<file path="src/rtl/md_issue_ctrl.sv">
// Initiator side of the MDU interface: launches MD-class ops with a one-cycle
// start pulse, tracks the busy handshake and stalls D while the MDU is occupied.
module md_issue_ctrl #(
    parameter int MAX_WAIT = 16,
    parameter int CW       = 5
) (
    input  logic        clk,
    input  logic        reset,
    input  logic        d_valid,
    input  logic [1:0]  d_md_class,
    input  logic [2:0]  d_mdu_op,
    input  logic [31:0] d_rs,
    input  logic [31:0] d_rt,
    input  logic        d_sel_hi,
    output logic        stall,
    output logic        md_start,
    output logic [2:0]  md_op,
    output logic [31:0] md_a,
    output logic [31:0] md_b,
    input  logic        md_busy,
    input  logic [31:0] md_hi,
    input  logic [31:0] md_lo,
    output logic        mf_valid,
    output logic [31:0] mf_data,
    output logic        wd_err
);

    localparam logic [1:0] S_IDLE   = 2'd0;
    localparam logic [1:0] S_LAUNCH = 2'd1;
    localparam logic [1:0] S_WAIT   = 2'd2;

    logic [1:0]    r_state;
    logic          r_start;
    logic [2:0]    r_op;
    logic [31:0]   r_a;
    logic [31:0]   r_b;
    logic [CW-1:0] r_wait_cnt;
    logic          r_wd_err;

    logic w_req;
    logic w_hold;
    logic w_accept;
    logic w_launch;

    always_comb begin
        w_req    = d_valid && (d_md_class != 2'd0);
        w_hold   = (r_state != S_IDLE) || md_busy;
        w_accept = !reset && w_req && !w_hold;
        // Reserved ops 6-7 are accepted but never reach the MDU.
        w_launch = w_accept && (d_md_class == 2'd1 || d_md_class == 2'd2)
                   && (d_mdu_op < 3'd6);
        stall    = !reset && w_req && w_hold;
        mf_valid = !reset && d_valid && (d_md_class == 2'd3) && !w_hold;
        mf_data  = d_sel_hi ? md_hi : md_lo;
    end

    always_ff @(posedge clk) begin
        if (reset) begin
            r_state    <= S_IDLE;
            r_start    <= 1'b0;
            r_op       <= 3'd0;
            r_a        <= 32'd0;
            r_b        <= 32'd0;
            r_wait_cnt <= '0;
            r_wd_err   <= 1'b0;
        end else begin
            case (r_state)
                S_IDLE: begin
                    if (w_launch) begin
                        r_op    <= d_mdu_op;
                        r_a     <= d_rs;
                        r_b     <= d_rt;
                        r_start <= 1'b1;
                        r_state <= S_LAUNCH;
                    end
                end
                S_LAUNCH: begin
                    r_start <= 1'b0;
                    if (r_op >= 3'd4) begin
                        r_state <= S_IDLE;
                    end else begin
                        r_state    <= S_WAIT;
                        r_wait_cnt <= '0;
                    end
                end
                S_WAIT: begin
                    r_wait_cnt <= r_wait_cnt + 1'b1;
                    // Busy is not yet valid in the first WAIT cycle.
                    if (r_wait_cnt != '0 && !md_busy) begin
                        r_state <= S_IDLE;
                    end else if (r_wait_cnt == CW'(MAX_WAIT)) begin
                        r_wd_err <= 1'b1;
                        r_state  <= S_IDLE;
                    end
                end
                default: r_state <= S_IDLE;
            endcase
        end
    end

    assign md_start = r_start;
    assign md_op    = r_op;
    assign md_a     = r_a;
    assign md_b     = r_b;
    assign wd_err   = r_wd_err;

endmodule

</file>
<file path="config.mk">
export PLATFORM = sky130hd
export DESIGN_NAME = md_issue_ctrl
export DESIGN_NICKNAME = d
export VERILOG_FILES = /design/src/rtl/md_issue_ctrl.sv
export SDC_FILE = /design/constraint.sdc
export NUM_CORES = 1
export LEC_CHECK = 0
export BUFFER_PORTS_ARGS = -buffer_cell sky130_fd_sc_hd__buf_2
export CORE_MARGIN = 1
export CORE_UTILIZATION = 42
export DETAILED_ROUTE_END_ITERATION = 7
export PLACE_DENSITY = 0.79
export SETUP_SLACK_MARGIN = 0.5
export SLEW_MARGIN = 20
export SYNTH_ARGS = -nofsm -noshare
export SYNTH_HDL_FRONTEND = slang
export SYNTH_SLANG_ARGS = --single-unit
export TNS_END_PERCENT = 1
</file>
<file path="constraint.sdc">
create_clock -name clk -period 2 [get_ports clk]
set_input_delay 0.1 -clock clk [delete_from_list [all_inputs] [get_ports clk]]
set_output_delay 0.1 -clock clk [all_outputs]
set_load 0.05 [all_outputs]
</file>
Word-level counts from Yosys, hierarchy flattened. Index checks and enable logic that the tools add are counted.

Flip-flop bits (word level): 76. Logic and storage cells: 56.

Add/subtract/negate cells: 1. Magnitude comparators: 2. Equality and inequality tests: 9. Mux-type cells: 10. Bitwise operators: 1. Reduce and logical (&&, ||, !) cells: 26.

Operator list (count): 2-to-1 mux 32 bit (1); logical AND 1 bit (10); one-hot mux 5 bit (2 select lines) (1); 2-to-1 mux 2 bit (4); AND reduction 2 bit (4); nonzero test 2 bit (4); == test 2 bit (second input constant) (3); one-hot mux 2 bit (3 select lines) (1); adder 5 x 1 -> 5 bit (second input constant) (1); == test 5 bit (second input constant) (1); 2-to-1 mux 5 bit (1); nonzero test 5 bit (1); == test 2 x 1 -> 1 bit (second input constant) (2); inequality test 2 bit (second input constant) (2); >= comparator 3 bit (second input constant) (1); logical NOT 1 bit (3); less-than comparator 3 bit (second input constant) (1); inequality test 3 bit (second input constant) (1); AND reduction 3 bit (1); logical NOT 2 bit (1); logical OR 1 bit (2); one-hot mux 1 bit (2 select lines) (1); 2-to-1 mux 1 bit (1); inverter 1 bit (1).

Logic depth before layout (Yosys ltp).
Depth after elaboration: 8. Mapped depth: 7. Gate-level depth less buffers: 5.

Worst setup path after synthesis. Ideal clock, no wire load.

Kind: register to register. Start point: register r_state[0]. End point: register r_a[10], in the netlist md_a[10]. Library setup time: 123 ps. Arrival: 1676 ps. Path slack: 201 ps. Stages on the path, launching flop included: 7. Path buffers: 3. Period minus slack after synthesis: 1799 ps. Path through: dfxtp_1 buf_2 or3_4 nor3_4 buf_4 buf_6 mux2_1.

Cells in the longest elaborated chain, start to end: 7.

RTL lines: start: declaration (RTL line 32) `logic [1:0] r_state;`; start signal: assignment (RTL line 59) `r_state <= S_IDLE;`; start signal: assignment (RTL line 74) `r_state <= S_LAUNCH;`; start signal: assignment (RTL line 80) `r_state <= S_IDLE;`; nonzero test 2 bit (RTL line 47) `w_hold = (r_state != S_IDLE) || md_busy;`; logical OR 1 bit (RTL line 47); logical NOT 1 bit (RTL line 48) `w_accept = !reset && w_req && !w_hold;`; logical AND 1 bit (RTL line 48); logical AND 1 bit (RTL line 50) `w_launch = w_accept && (d_md_class == 2'd1 || d_md_class == 2'd2)`; logical AND 1 bit (RTL line 51) `&& (d_mdu_op < 3'd6);`; AND reduction 2 bit (no source line) *; end signal: assignment (RTL line 71) `r_a <= d_rs;`; end: declaration (RTL line 35) `logic [31:0] r_a;`.

Every way passes the cells marked *; elsewhere a longest branch is shown, timed or not. A chain may end at the register's enable or synchronous reset.

Final worst setup path.
Start point: register r_state[0]. End point: register r_b[11], in the netlist md_b[11].

Cells in the longest elaborated chain, start to end: 7.

RTL lines: nonzero test 2 bit (RTL line 47); logical OR 1 bit (RTL line 47); logical NOT 1 bit (RTL line 48); logical AND 1 bit (RTL line 48); logical AND 1 bit (RTL line 50); logical AND 1 bit (RTL line 51); AND reduction 2 bit (no source line) *; end signal: assignment (RTL line 72) `r_b <= d_rt;`; end: declaration (RTL line 36) `logic [31:0] r_b;`.

Marked as above.

==> qor.csv <==
stage;metric;value;unit
timing;setup_tns;0;ns
detailed_routing;drt_wl_total;12880;µm
timing;tightest_slew;0.7977;ns
placement;post-dp-hpwl;8464;µm
clock_tree;cts_root_buffer;clkbuf_8;
synthesis;syn-num-nets;484;
timing;fin_worst_hold_slack;0.01138;ns
detailed_routing;wl_per_cell;17.43;µm
run_status;status;completed;
setup_path;path_max_fanout;8;
die;boundaryPins;241;
finish;antenna-diode-count;0;
clock_tree;cts_buffer_depth;2;
finish;final_cell_area;0.005777;mm²
detailed_routing;vias_per_cell;5.252;
setup_path;setup.reg_to_reg.worst_slack;0.34;ns
placement;gpl.final_weighted_congestion;0.7739;
timing;period_needed;1.657;ns
synthesis;synth_warnings;0;
placement;preCtsSetupSlack;0.1396;ns
finish;share_of_cells_above_drive_strength_1;58.52;%
pwr;p_clk_share;33.4;%
timing;final_max_slew_viol_count;0;
die;area_of_the_die;0.008851;mm²
timing;max_freq;603.6;MHz
die;start_util;43.34;%
clock_tree;clock_insertion_delay_worst_skew;0.34;ns
pwr;power.density_cell_area;650.7;mW/mm²
synthesis;synth.yosys.seq_area_share;42.73;%
placement;placement.cell_area;0.004932;mm²
timing;timing.final.crit_share;82.83;%
grt;grt_pass1_wl;18770;µm
detailed_routing;drtAntennaViolNets;0;
clock_tree;tritoncts.num_buffers;9;
detailed_routing;drt_iter0_drc;133;
setup_path;setup.worst_path.start_class;register;
grt;pin_count_of_the_biggest_net_entering_global_routing;77;
timing;finClkSkew;0.01541;ns
timing;final.setup.worst_slack;0.3434;ns
synthesis;netlist_instances;342;
worst_hold_path;timing.hold.worst.class;in2reg;
pwr;peakVddDrop;511.0;µV
setup_path;required;2.24;ns
pwr;power.leakage;0.002780;µW
pwr;power_switching_share;31.76;%
timing;timing.final.hold_violations;0;
worst_hold_path;hold-path-cell-count;2;
clock_tree;clk_pin_slew_worst_paths;0.09;ns
clock_tree;cts_tree;done;
detailed_routing;drt_drc_violations_left;0;
finish;final_nets;771;
pwr;p_seq_share;41.8;%
synthesis;synth_enable_flop_cells;0;
grt;antenna_found_initial;0;
synthesis;yosysUniqueCellTypes;38;
detailed_routing;drt_first_pass_iters;5;
timing;final-setup-viol-count;0;
placement;buffer_ports.inserted;240;
timing;grt_setup_unrepaired;yes;
grt;grt_usage;27.82;%
die;fp.dieW;94.08;µm
clock_tree;clkSinkCount;76;
die;core.rowCount;33;
worst_hold_path;worstHoldStart;d_rt[9];
pwr;comb_power_share;24.9;%
setup_path;path_class;reg2reg;
finish;area_growth_syn_to_layout;62.23;%
setup_path;critPathCaptureType;register;
setup_path;cp.arrival;1.90;ns
setup_path;reg2reg_from;r_state[0]$_SDFFE_PP0P_;
synthesis;postSynth.asyncResetShare;0;%
pwr;net-switching-power;1194;µW
die;core_area;0.008217;mm²
pwr;p_int;2565;µW
die;die_h;94.08;µm
detailed_routing;via_count;3881;
synthesis;synthesis.area;0.003561;mm²
setup_path;regToRegEndpoint;md_b[11]$_SDFFE_PP0P_;
worst_hold_path;worstHoldEndpoint;md_b[9]$_SDFFE_PP0P_;
flow_run;maximum_capacitance_violations;0;
grt;grt_remaining_overflow;0;
timing;timing.slew.headroom;46.82;%
grt;first_global_vias;3842;
synthesis;syn-mean-instance-area;10.41;µm²
setup_path;ff2ff_path_depth;5;
synthesis;ys_dominant_reg_cell;dfxtp_1;
synthesis;yosys_register_bits;76;
clock_tree;cts_htree_levels;3;
synth_stat cells (2+ instances only):
cell	count	share of area, %
and4b_1	2	0.56
clkbuf_1	20	2.1
nor2_1	5	0.53
buf_2	4	0.56
ha_1	4	1.4
mux2_1	10	3.2
o21ai_0	3	0.42
nand2b_1	2	0.35
a21oi_1	25	3.5
nand4_1	20	3.5
buf_1	5	0.53
o31ai_1	20	4.2
a2111oi_0	2	0.49
nor2b_1	47	8.3
dfxtp_1	76	43
inv_1	6	0.63
nor3b_1	2	0.42
mux2_2	69	22
cell type report:
type                    instances  area (µm²)
well taps                     105       131.4
clock buffers                  11       151.4
repair buffers                307        1922
clock inverters                 5       63.81
inverters                       6       22.52
flip-flops and latches         76        1526
multi-input cells             229        1959
fillers                       623        2440
cell families (layout without fill, tap and decap cells):
logic type / count (synthesis) / in the layout / synth area share [%]
compound gates: 57 / 57 / 10.33
mux: 80 / 80 / 25.26
buf+inv: 37 / 329 / 4.357
fa+ha+maj: 4 / 4 / 1.406
flops: 76 / 76 / 42.73
simple gates: 88 / 88 / 15.92
cell usage in the layout (no fill, tap or decap), drive strengths merged, types with 2 or more instances in the layout:
cell,count
a2111oi,2
nand2b,2
dlygate4sd3,46
buf,257
nor2b,47
clkbuf,15
or3,2
and4b,2
inv,9
mux2,79
nor3,2
nor3b,2
o21ai,3
or3b,2
nand4,20
ha,4
dfxtp,76
o31ai,20
nor2,5
a21oi,25
sequential cells by signal, indices dropped and copies added (netlist names):
| name | flops |
|---|---|
| md_op | 3 |
| wd_err | 1 |
| r_state | 2 |
| md_a | 32 |
| md_start | 1 |
| md_b | 32 |
| r_wait_cnt | 5 |
worst max-delay path, stage by stage (launching register included):
cell and delay, ns:
dfxtp_4 0.38, or3_4 0.35, nor3_4 0.17, buf_6 0.18, clkbuf_16 0.17, mux2_2 0.32
power by group through the flow:
stage / registers (µW) / logic (µW) / clock network (µW)
3_5_place_dp: 1600 / 832 / 0
5_1_grt: 1580 / 978 / 1340
2_1_floorplan: 1730 / 423 / 0
4_1_cts: 1570 / 913 / 1280
6_report: 1570 / 934 / 1250
3_3_place_gp: 1600 / 818 / 0
metal layers:
| metal | GRT usage [%] | part of all wire [%] | wire length [µm] | vias up |
|---|---|---|---|---|
| li1 | - | - | - | 1806 |
| met1 | 29.75 | 37 | 4801 | 1833 |
| met2 | 51.34 | 51 | 6634 | 200 |
| met3 | 4.935 | 7.2 | 928 | 42 |
| met4 | 15.13 | 4.0 | 518 | 0 |
| met5 | 0 | 0 | 0 | - |
what timing repair did:
item                                    4_1_cts  5_1_grt
pin swaps                                     1        2
buffers inserted                              3        1
hold buffers                                 46        0
gates resized for setup                       3        6
gates cloned                                  1        4
endpoints found under the hold margin        46        0
endpoints found under the setup margin       52       68
metrics by stage:
| step | util (%) | instances | power (µW) |
|---|---|---|---|
| 6_report | 70.31 | 739 | 3759 |
| 4_1_cts | 68.95 | 734 | 3759 |
| 2_1_floorplan | - | 342 | 2149 |
| 3_5_place_dp | 60.03 | 668 | 2436 |
| 3_3_place_gp | 60.03 | 668 | 2421 |
| 5_1_grt | 70.31 | 739 | 3896 |
worst max-delay path by stage:
| stage | start | endpoint | slack [ns] | cells after the start |
|---|---|---|---|---|
| 2_1_floorplan | r_state[0]$_SDFFE_PP0P_ | md_a[10]$_SDFFE_PP0P_ | 0.36 | 6 |
| 3_3_place_gp | d_md_class[0] | md_a[2]$_SDFFE_PP0P_ | 0.16 | 7 |
| 3_5_place_dp | d_md_class[1] | md_a[4]$_SDFFE_PP0P_ | 0.14 | 7 |
| 4_1_cts | r_state[0]$_SDFFE_PP0P_ | md_b[15]$_SDFFE_PP0P_ | 0.29 | 5 |
| 5_1_grt | r_state[0]$_SDFFE_PP0P_ | md_b[11]$_SDFFE_PP0P_ | 0.29 | 5 |
| 6_report | r_state[0]$_SDFFE_PP0P_ | md_b[11]$_SDFFE_PP0P_ | 0.34 | 5 |
Note: power is estimated with default switching activity, not from simulation.
